`src/rtl/ir_nec_receiver.sv`:
```
// ir_nec_receiver -- NEC infrared remote-control frame decoder.
//
// Samples the demodulated IR line on a prescaled tick, measures each mark and
// space in ticks, and walks the NEC frame: 9 ms leader mark, then either a
// 4.5 ms space with 32 data bits or a 2.25 ms space (repeat code), then a stop mark.
//
// Parameters:
//   TICK_DIV    clk cycles per sample tick (2812 -> 56.25 us at 50 MHz)
//   HOLD_TICKS  ticks without a frame or repeat before `held` drops (~120 ms)
//
// Ports:
//   clk          single clock, rising edge
//   rst          synchronous active-high reset
//   ir           asynchronous demodulated IR, low during a burst (mark)
//   code         command byte of the last accepted frame
//   addr         address byte of the last accepted frame
//   valid        one-cycle pulse when a new frame is accepted
//   repeat_code  one-cycle pulse on an accepted repeat code
//                (named so because `repeat` is a reserved word)
//   held         level, key considered pressed
//   err          one-cycle pulse on any aborted or rejected frame
//
// Build option:
//   IR_ADDR_CHECK_EN  when defined, byte1 must equal ~byte0 as well; when
//                     undefined, byte1 is ignored so extended-NEC frames pass.

module ir_nec_receiver #(
   parameter int TICK_DIV   = 2812,
   parameter int HOLD_TICKS = 2134
) (
   input  logic       clk,
   input  logic       rst,
   input  logic       ir,
   output logic [7:0] code,
   output logic [7:0] addr,
   output logic       valid,
   output logic       repeat_code,
   output logic       held,
   output logic       err
);

   localparam int PW = (TICK_DIV > 1) ? $clog2(TICK_DIV) : 1;
   localparam int HW = $clog2(HOLD_TICKS + 1);

   typedef enum logic [2:0] {
      IDLE, LEAD_MARK, LEAD_SPACE, BIT_MARK, BIT_SPACE, STOP_MARK
   } state_t;

   state_t         state;
   logic           ir_meta, ir_sync, ir_prev;
   logic [PW-1:0]  presc;
   logic [7:0]     phase_cnt;
   logic [31:0]    shreg;
   logic [4:0]     bit_idx;
   logic           is_rpt;
   logic [HW-1:0]  hold_cnt;
   logic           fall, rise, any_edge, tick, frame_ok;

   function automatic logic in_range(input logic [7:0] cnt, input int lo, input int hi);
      return (int'(cnt) >= lo) && (int'(cnt) <= hi);
   endfunction

   // Synchronizer flops idle high so reset never looks like the start of a mark.
   // NOTE: every clocked block uses non-blocking assignments so all registers
   // update together from the values sampled at the same edge.
   always_ff @(posedge clk) begin
      if (rst) begin
         ir_meta <= 1'b1;
         ir_sync <= 1'b1;
         ir_prev <= 1'b1;
      end else begin
         ir_meta <= ir;
         ir_sync <= ir_meta;
         ir_prev <= ir_sync;
      end
   end

   assign fall     = ir_prev & ~ir_sync;
   assign rise     = ~ir_prev & ir_sync;
   assign any_edge = fall | rise;
   // A tick never coincides with an edge: the edge restarts the prescaler.
   assign tick     = !any_edge && (presc == PW'(TICK_DIV - 1));

   // Command complement is always required; the address complement only when enabled.
`ifdef IR_ADDR_CHECK_EN
   assign frame_ok = (shreg[31:24] == ~shreg[23:16]) && (shreg[15:8] == ~shreg[7:0]);
`else
   assign frame_ok = (shreg[31:24] == ~shreg[23:16]);
`endif

   // Prescaler and phase-length counter, both restarted on every edge.
   always_ff @(posedge clk) begin
      if (rst) begin
         presc     <= '0;
         phase_cnt <= '0;
      end else if (any_edge) begin
         presc     <= '0;
         phase_cnt <= '0;
      end else if (tick) begin
         presc <= '0;
         if (phase_cnt != 8'd255) phase_cnt <= phase_cnt + 8'd1;
      end else begin
         presc <= presc + 1'b1;
      end
   end

   // Frame FSM with registered pulse outputs; exactly one of valid,
   // repeat_code and err can be set in any branch.
   always_ff @(posedge clk) begin
      if (rst) begin
         state       <= IDLE;
         shreg       <= '0;
         bit_idx     <= '0;
         is_rpt      <= 1'b0;
         code        <= '0;
         addr        <= '0;
         valid       <= 1'b0;
         repeat_code <= 1'b0;
         err         <= 1'b0;
      end else begin
         valid       <= 1'b0;
         repeat_code <= 1'b0;
         err         <= 1'b0;
         // A phase that runs to saturation aborts any frame in progress.
         if (state != IDLE && !any_edge && phase_cnt == 8'd255) begin
            err   <= 1'b1;
            state <= IDLE;
         end else begin
            case (state)
               IDLE: if (fall) state <= LEAD_MARK;
               LEAD_MARK: if (rise) begin
                  if (in_range(phase_cnt, 140, 180)) state <= LEAD_SPACE;
                  else begin err <= 1'b1; state <= IDLE; end
               end
               LEAD_SPACE: if (fall) begin
                  if (in_range(phase_cnt, 70, 90)) begin
                     state   <= BIT_MARK;
                     bit_idx <= '0;
                     is_rpt  <= 1'b0;
                  end else if (in_range(phase_cnt, 32, 48)) begin
                     state  <= STOP_MARK;
                     is_rpt <= 1'b1;
                  end else begin
                     err <= 1'b1; state <= IDLE;
                  end
               end
               BIT_MARK: if (rise) begin
                  if (in_range(phase_cnt, 6, 14)) state <= BIT_SPACE;
                  else begin err <= 1'b1; state <= IDLE; end
               end
               BIT_SPACE: if (fall) begin
                  if (in_range(phase_cnt, 6, 14) || in_range(phase_cnt, 24, 36)) begin
                     // LSB-first: new bit enters at the top and walks down to bit 0.
                     shreg   <= {in_range(phase_cnt, 24, 36), shreg[31:1]};
                     bit_idx <= bit_idx + 5'd1;
                     state   <= (bit_idx == 5'd31) ? STOP_MARK : BIT_MARK;
                  end else begin
                     err <= 1'b1; state <= IDLE;
                  end
               end
               STOP_MARK: if (rise) begin
                  state <= IDLE;
                  if (!in_range(phase_cnt, 6, 14)) err <= 1'b1;
                  else if (is_rpt) begin
                     if (held) repeat_code <= 1'b1;
                     else      err         <= 1'b1;
                  end else if (frame_ok) begin
                     valid <= 1'b1;
                     code  <= shreg[23:16];
                     addr  <= shreg[7:0];
                  end else begin
                     err <= 1'b1;
                  end
               end
               default: state <= IDLE;
            endcase
         end
      end
   end

   // Key-held tracking: reloaded by each accepted frame or repeat, counts down per tick.
   always_ff @(posedge clk) begin
      if (rst) begin
         held     <= 1'b0;
         hold_cnt <= '0;
      end else if (valid || repeat_code) begin
         held     <= 1'b1;
         hold_cnt <= HW'(HOLD_TICKS);
      end else if (tick && held) begin
         if (hold_cnt <= HW'(1)) begin
            held     <= 1'b0;
            hold_cnt <= '0;
         end else begin
            hold_cnt <= hold_cnt - 1'b1;
         end
      end
   end

endmodule

```
`config.mk`:
```
export PLATFORM = sky130hd
export DESIGN_NAME = ir_nec_receiver
export DESIGN_NICKNAME = d
export VERILOG_FILES = /design/src/rtl/ir_nec_receiver.sv
export SDC_FILE = /design/constraint.sdc
export NUM_CORES = 1
export LEC_CHECK = 0
export CORE_MARGIN = 4
export CORE_UTILIZATION = 50
export DETAILED_ROUTE_END_ITERATION = 10
export PLACE_DENSITY = 0.77
export SLEW_MARGIN = 20
export SYNTH_ARGS = -nofsm -noshare
export SYNTH_HDL_FRONTEND = slang
export SYNTH_SLANG_ARGS = --single-unit
```
`constraint.sdc`:
```
create_clock -name clk -period 2.45 [get_ports clk]
set_input_delay 0.735 -clock clk [delete_from_list [all_inputs] [get_ports clk]]
set_output_delay 0.735 -clock clk [all_outputs]
set_load 0.01 [all_outputs]
```
## Yosys cells after proc, flatten, opt, wreduce, memory -nomap -nowiden

Index checks and enable logic that the tools add are counted.

- Flip-flop bits (word level): 96
- Input port bits: 3
- Output and inout bits: 20
- Logic and storage cells: 136

- Add/subtract/negate cells: 4
- Magnitude comparators: 11
- Equality and inequality tests: 18
- Multiplexer cells: 44
- Bitwise gates (word level): 11
- Reduce and logical (&&, ||, !) cells: 31

Operators by type and width:

| kind | number |
|---|---|
| 12-bit two-way mux | 3 |
| 3-bit two-way mux | 11 |
| 1-bit two-way mux | 22 |
| 5-bit two-way mux | 4 |
| 3-bit case mux with 6 select lines | 1 |
| 6-bit AND reduction | 3 |
| 8-bit by 6-bit less-or-equal comparator with 1-bit output (second input constant) | 2 |
| 2-bit inequality test (second input constant) | 8 |
| 12-bit by 1-bit adder with 12-bit output (second input constant) | 1 |
| 12-bit equality test (second input constant) | 1 |
| 12-bit by 1-bit less-or-equal comparator with 1-bit output (second input constant) | 1 |
| 6-bit OR reduction | 2 |
| 12-bit by 1-bit subtractor with 12-bit output (second input constant) | 1 |
| 5-bit case mux with 2 select lines | 1 |
| 1-bit logical AND | 9 |
| 8-bit by 1-bit adder with 8-bit output (second input constant) | 1 |
| 8-bit equality test | 1 |
| 8-bit equality test (second input constant) | 1 |
| 8-bit by 3-bit greater-or-equal comparator with 1-bit output (second input constant) | 1 |
| 8-bit by 5-bit greater-or-equal comparator with 1-bit output (second input constant) | 1 |
| 8-bit by 6-bit greater-or-equal comparator with 1-bit output (second input constant) | 1 |
| 8-bit by 7-bit greater-or-equal comparator with 1-bit output (second input constant) | 1 |
| 8-bit greater-or-equal comparator (second input constant) | 1 |
| 8-bit by 4-bit less-or-equal comparator with 1-bit output (second input constant) | 1 |
| 23 further kinds | 40 |

## Depth between registers and ports, before layout

Gate-level depths: netlist (run 1).

- Depth after elaboration: 8
- Gate-level depth with buffers: 10
- Gate-level depth less buffers: 8

## Least setup slack after synthesis (run 1)

OpenSTA, ideal clock, no wires.

- Kind: register to register
- From: register ir_sync
- To: register hold_cnt[11]
- Library setup time: 0.074 ns
- Arrival: 2.106 ns
- Required time: 2.376 ns
- Slack: 0.270 ns
- Cell stages (with the launch flop): 9
- Buffers on the path: 0
- Period minus slack after synthesis: 2.180 ns
- Path through: dfxtp_1 -> inv_1 -> ha_1 -> nand4b_1 -> nor4_2 -> nand4_2 -> or4_1 -> or3_1 -> a31oi_1

- Longest elaborated chain between the ends: 7
- Elaborated cells on any way between the ends: 8
- Those cells by class: bitwise (4); reduce/logical (4)

RTL lines:

| item | RTL line | source |
|---|---|---|
| from (decl) | 50 | `logic ir_meta, ir_sync, ir_prev;` |
| from (signal assigned) | 73 | `ir_sync <= ir_meta;` |
| 1-bit NOT | 78 | `assign fall = ir_prev & ~ir_sync;` |
| 1-bit AND | 78 |  |
| 1-bit OR * | 80 | `assign any_edge = fall \| rise;` |
| 1-bit zero test * | 82 | `assign tick = !any_edge && (presc == PW'(TICK_DIV - 1));` |
| 1-bit logical AND * | 82 |  |
| 1-bit logical AND * | 189 | `end else if (tick && held) begin` |
| 2-bit nonzero test (no source line) * | -- |  |
| to (signal assigned) | 188 | `hold_cnt <= HW'(HOLD_TICKS);` |
| to (signal assigned) | 194 | `hold_cnt <= hold_cnt - 1'b1;` |
| to (decl) | 56 | `logic [HW-1:0] hold_cnt;` |

Mark *: on every way between the ends. The rest lies on a longest branch, timed or not.
A chain may end at the register's enable or synchronous reset.

## Worst setup path after layout (run 1)

Ends and elaborated chain as after synthesis.

==> results of run 1 <==
routing by layer:
metal | part of all wire [%] | track usage, % | vias up
met5 | 0 | 0 | -
li1 | - | - | 1798
met4 | 2.2 | 8.70 | 0
met2 | 47 | 27.8 | 111
met3 | 5.2 | 2.64 | 23
met1 | 46 | 23.1 | 1659
per-stage QoR:
| stage | setup WS [ns] | total power, mW | cell area [um2] | instances | utilization [%] |
|---|---|---|---|---|---|
| finish | 0.118 | 2.66 | 4810 | 641 | 58.2 |
| global route | 0.0156 | 2.76 | 4810 | 641 | 58.2 |
| CTS | 0.129 | 2.70 | 4810 | 641 | 58.2 |
| detailed placement | 0.132 | 1.67 | 4600 | 625 | 55.8 |
| global placement | 0.249 | 1.67 | 4600 | 625 | 55.8 |
| floorplan | 0.270 | 1.66 | 4270 | 512 | - |
critical path: stages (launching register included):
cell and delay (ns):
dfxtp_1 0.36, inv_1 0.07, ha_1 0.32, nand4b_1 0.15
nor4_2 0.28, nand4_2 0.14, or4_1 0.44, or3_1 0.33
a31oi_1 0.17
cell type report:
class	count	area, um2	area share (%)
clock buffers	9	124	2.58
inverters	13	48.8	1.01
clock inverters	7	81.3	1.69
repair buffers	33	323	6.71
multi-input cells	378	2180	45.3
flip-flops and latches	96	1920	40.0
well taps	105	131	2.73
worst paths after layout:
path | to | from | cells past startpoint
setup reg to reg | hold_cnt[11]$_SDFFE_PP0P_ | ir_sync$_SDFF_PP1_ | 8
hold / removal | shreg[9]$_SDFFE_PP0P_ | shreg[10]$_SDFFE_PP0P_ | 2
setup / recovery | hold_cnt[11]$_SDFFE_PP0P_ | ir_sync$_SDFF_PP1_ | 8
hold reg to reg | shreg[9]$_SDFFE_PP0P_ | shreg[10]$_SDFFE_PP0P_ | 2
synth_stat cells, types with 3 or more instances:
cell      instances  area (um2)
dfxtp_1          96        1920
nand2_1          85         319
nor2_1           61         229
a21oi_1          47         235
nand3_1          18        90.1
clkbuf_1         17        63.8
xnor2_1          17         149
mux2i_1          16         160
o21ai_0          15        75.1
inv_1            13        48.8
nor3_1           13        65.1
xor2_1           13         114
ha_1             10         125
a31oi_1           8        50.1
nand2b_1          7        43.8
nand3b_1          5        37.5
nand4_1           5        31.3
or3_1             5        31.3
nor4_1            4        25.0
or2_2             4        25.0
or4_1             4        30.0
and3_1            3        18.8
buf_2             3        15.0
placed cells by master, fill, tap and decap left out, types with 3 or more instances in the layout:
cell type	netlist	final
nand2_1	85	85
xor2_1	13	13
mux2i_1	16	16
xnor2_1	17	17
nand4_1	5	5
inv_1	13	13
clkdlybuf4s50_1	0	21
and3_1	3	3
a21oi_1	47	47
a31oi_1	8	8
buf_4	1	9
nor2_1	61	61
nand3_1	18	18
or2_2	4	4
clkbuf_8	1	9
nand3b_1	5	5
dfxtp_1	96	96
nand2b_1	7	7
or3_1	5	5
o21ai_0	15	14
ha_1	10	10
or4_1	4	4
nor3_1	13	13
nor4_1	4	4
kinds of logic (layout without fill, tap and decap cells):
kind of cell | Yosys count | in the layout
adders and majority gates | 10 | 10
and+or+nand+nor | 232 | 232
DFF | 96 | 96
AOI/OAI and AO/OA | 90 | 90
buffers and inverters | 38 | 62
muxes | 16 | 16
xor gates and xnor gates | 30 | 30
report_power, final:
group,switching [mW],internal [mW]
clock,0.619,0.409
sequential,0.00726,1.57
combinational,0.0402,0.0196
sequential cells by signal, summed over array words and instances (netlist names):
signal / count
shreg: 32
hold_cnt: 12
presc: 12
addr: 8
code: 8
phase_cnt: 8
bit_idx: 5
state: 3
err: 1
held: 1
ir_meta: 1
ir_prev: 1
ir_sync: 1
is_rpt: 1
repeat_code: 1
valid: 1
what timing repair did:
item	4_1_cts	5_1_grt
hold endpoints to repair	0	0
setup endpoints to repair	0	4
gates resized for setup	0	1
buffers inserted	0	0
hold buffers	0	0
==> impl_metrics.py, run 1 <==
metrics = {
    "placed_design": {
        "place_congestion": 0.944,
        "dpl.hpwl_um": 5820,
        "port_buffers": 22,
    },
    "critical_path": {
        "arrival_ns": 2.63,
        "cp.required_ns": 2.75,
        "critPathCaptureType": "flip-flop",
        "cp_max_fo": 3,
        "start_kind": "flip-flop",
        "rrSetupSlack_ns": 0.12,
        "critical_path_class": "flip-flop to flip-flop",
    },
    "yosys": {
        "synth_edf_count": 0,
        "synth-xor-area-share_pct": 6.15,
        "synth_area_um2": 4270,
        "synthSimpleGateAreaFrac_pct": 25.9,
        "syn_inst": 512,
        "async_flop_share_pct": 0,
        "synth-seq-cells": 96,
        "synth_top_family_by_area": "simple AND/OR/NAND/NOR gates",
        "synth_compound_gate_area_share_pct": 12.3,
        "yosysSeqAreaShare_pct": 45.0,
        "syn-num-nets": 525,
        "ys_warn_count": 0,
        "synth_top_flop_cell": "dfxtp_1",
        "synth_cell_type_count": 54,
        "muxShareOfSynthArea_pct": 3.75,
        "synth_fa_ha_area_share_pct": 2.93,
        "avgSynthCellArea_um2": 8.34,
    },
    "floorplan": {
        "die_h_um": 100,
        "ioPinCount": 23,
        "core_um2": 8260,
        "placementRows": 33,
        "initial_utilization_pct": 51.7,
        "die_w_um": 100,
        "die-area_um2": 10100,
    },
    "global_routing": {
        "grt-ovfl-total": 0,
        "grt_pass1_vias": 3258,
        "antenna_found_initial": 0,
        "grt_pass1_wl_um": 14500,
        "grtUsageTotal_pct": 17.5,
        "grt_start_max_net_pins": 50,
    },
    "sta": {
        "whs_ns": 0.457,
        "min_period_over_period_pct": 95.2,
        "worst_pin_slew_ns": 0.516,
        "min_period_ns": 2.33,
        "rsz0062_at_grt": "false",
        "setup_viol": 0,
        "relSlewSlack_pct": 65.3,
        "fin_worst_skew_ns": 0.0187,
        "fmax_ghz": 0.429,
        "finalHoldViolations": 0,
        "setup_tns_ns": 0,
        "slew_viol_final": 0,
    },
    "detailed_routing": {
        "drc_errors": 0,
        "viasPerCell": 5.60,
        "antenna_left": 0,
        "vias": 3591,
        "wl_per_cell_um": 13.3,
        "dr.pass1.iters": 5,
        "wirelength_um": 8560,
        "dr.first_iter.drc_count": 188,
    },
    "power_and_ir_drop": {
        "ir_worst_vdd_v": 0.000247,
        "power.density_nw_per_um2": 553,
        "leakage_nw": 1.60,
    },
    "final_layout": {
        "drive_gt1_share_pct": 7.65,
        "fill_cells": 721,
        "n_antenna_cell": 0,
        "area_growth_pct": 12.7,
        "nNetsFinal": 544,
    },
    "run_status": {
        "status": "finished, final reports clean",
    },
    "clocking": {
        "cts-root-buf": "clkbuf_8",
        "cts_htree_levels": 3,
        "max-clock-path-buffers": 2,
        "cts_tree": "built",
        "cts_buffers": 9,
        "cts.sinks": 96,
        "clock_latency_ns": 0.37,
        "clk_pin_slew_worst_paths_ns": 0.11,
    },
    "min_path": {
        "min_path_type": "flip-flop to flip-flop",
    },
    "job": {
        "drv_cap": 0,
    },
}
No activity file was read; power rests on OpenSTA's default activity.
==> inputs of run 2 (changes only) <==
Settings changed: CORE_ASPECT_RATIO set to 0.75.
==> impl_metrics.py, run 2 (synthesized netlist as in run 1, its figures left out) <==
metrics = {
    "run_status": {
        "status": "finished, final reports clean",
    },
    "global_routing": {
        "globalRouteMet2Util_pct": 28.6,
        "met3_usage_pct": 4.77,
        "grt_start_max_net_pins": 53,
        "antenna_found_initial": 0,
        "grtUsageTotal_pct": 18.4,
        "gr-max-usage-layer": "met2",
        "grt_pass1_vias": 3286,
        "grt_pass1_wl_um": 15100,
        "grt-ovfl-total": 0,
        "grtUsageMet1_pct": 24.9,
    },
    "critical_path": {
        "critical_path_class": "flip-flop to flip-flop",
        "start_kind": "flip-flop",
        "cp.required_ns": 2.67,
        "cp_max_fo": 7,
        "critPathCaptureType": "flip-flop",
        "arrival_ns": 2.48,
    },
    "clocking": {
        "cts-root-buf": "clkbuf_16",
        "cts.hold.buffers_added": 0,
        "max-clock-path-buffers": 2,
        "cts.sinks": 96,
        "cts_tree": "built",
        "clock_latency_ns": 0.34,
        "cts_buffers": 9,
        "clk_pin_slew_worst_paths_ns": 0.07,
        "cts_htree_levels": 3,
    },
    "final_layout": {
        "area_growth_pct": 16.0,
        "regArea_um2": 1920,
        "reg_top3": "shreg (32), hold_cnt (12), presc (12)",
        "nNetsFinal": 543,
        "stdcell_count": 640,
        "regMostFlops": "shreg",
        "largest_reg_flops": 32,
        "mostFrequentLayoutCell": "dfxtp_1",
        "multi_input_area_um2": 2200,
        "n_antenna_cell": 0,
        "fin_area_um2": 4950,
        "drive_gt1_share_pct": 8.04,
        "fin_util_pct": 61.2,
        "final_cell_mix": "95 x dfxtp_1, 85 x nand2_1, 61 x nor2_1",
        "fill_cells": 676,
    },
    "min_path": {
        "min_path_type": "flip-flop to flip-flop",
    },
    "detailed_routing": {
        "drc_errors": 0,
        "vias": 3537,
        "viasPerCell": 5.53,
        "wirelength_um": 8700,
        "dr.pass1.iters": 5,
        "antenna_left": 0,
        "dr.first_iter.drc_count": 271,
        "wl_per_cell_um": 13.6,
    },
    "floorplan": {
        "placementRows": 28,
        "initial_utilization_pct": 52.8,
        "die_h_um": 88.0,
        "ioPinCount": 23,
        "core_um2": 8090,
        "die-area_um2": 10100,
        "die_w_um": 115,
    },
    "placed_design": {
        "place_inst": 624,
        "port_buffers": 22,
        "dpl-instance-area_um2": 4600,
        "dpl.hpwl_um": 5860,
        "place_ws_ns": 0.149,
        "place_congestion": 0.909,
    },
    "sta": {
        "setup_tns_ns": 0,
        "rsz0062_at_grt": "false",
        "min_period_ns": 2.26,
        "fin_worst_skew_ns": 0.00814,
        "slew_viol_final": 0,
        "fmax_ghz": 0.443,
        "whs_ns": 0.408,
        "finalHoldViolations": 0,
        "setup_viol": 0,
        "setup_slack_ns": 0.190,
        "worst_pin_slew_ns": 0.581,
        "relSlewSlack_pct": 60.7,
        "min_period_over_period_pct": 92.2,
    },
    "job": {
        "drv_cap": 0,
    },
    "power_and_ir_drop": {
        "total_power_mw": 3.15,
        "leakage_nw": 1.67,
        "ir_worst_vdd_v": 0.000459,
        "power.density_nw_per_um2": 636,
    },
}
run 2: worst paths after layout:
check                           startpoint                  endpoint  slack (ns)  depth (start not counted)
setup reg to reg  hold_cnt[6]$_SDFFE_PP0P_  hold_cnt[5]$_SDFFE_PP0P_        0.19                          5
hold / removal          ir_meta$_SDFF_PP1_        ir_sync$_SDFF_PP1_        0.41                          1
setup / recovery  hold_cnt[6]$_SDFFE_PP0P_  hold_cnt[5]$_SDFFE_PP0P_        0.19                          5
hold reg to reg         ir_meta$_SDFF_PP1_        ir_sync$_SDFF_PP1_        0.41                          1
run 2: where the power goes:
part / total [mW] / internal, mW / leakage [nW] / switching [mW]
Clock: 1.52 / 0.906 / 0.154 / 0.609
Combinational: 0.0605 / 0.0195 / 0.739 / 0.0410
Sequential: 1.57 / 1.57 / 0.774 / 0.00737
run 2: routing by layer:
layer  part of all wire [%]  wire (um)
met3                    4.6        398
met4                    1.7        146
met5                      0          0
met2                     45       3880
met1                     49       4270
run 2: area by class of cell:
cell class | instances | share of cell area [%]
multi-input combinational | 378 | 44.5
timing repair buffer | 32 | 6.44
clock inverter | 7 | 2.10
inverter | 13 | 0.985
clock buffer | 9 | 4.55
tap | 105 | 2.65
sequential | 96 | 38.8
run 2: timing repair:
item | in CTS | in global routing
buffers inserted | 0 | 0
endpoints found under the setup margin | 0 | 8
resized for setup | 0 | 6
run 2: worst max-delay path: stages (launching register included):
cell	delay, ns
dfxtp_1	0.33
or4_1	0.62
or4_1	0.48
or2_1	0.29
o21ai_2	0.31
nor2_1	0.09
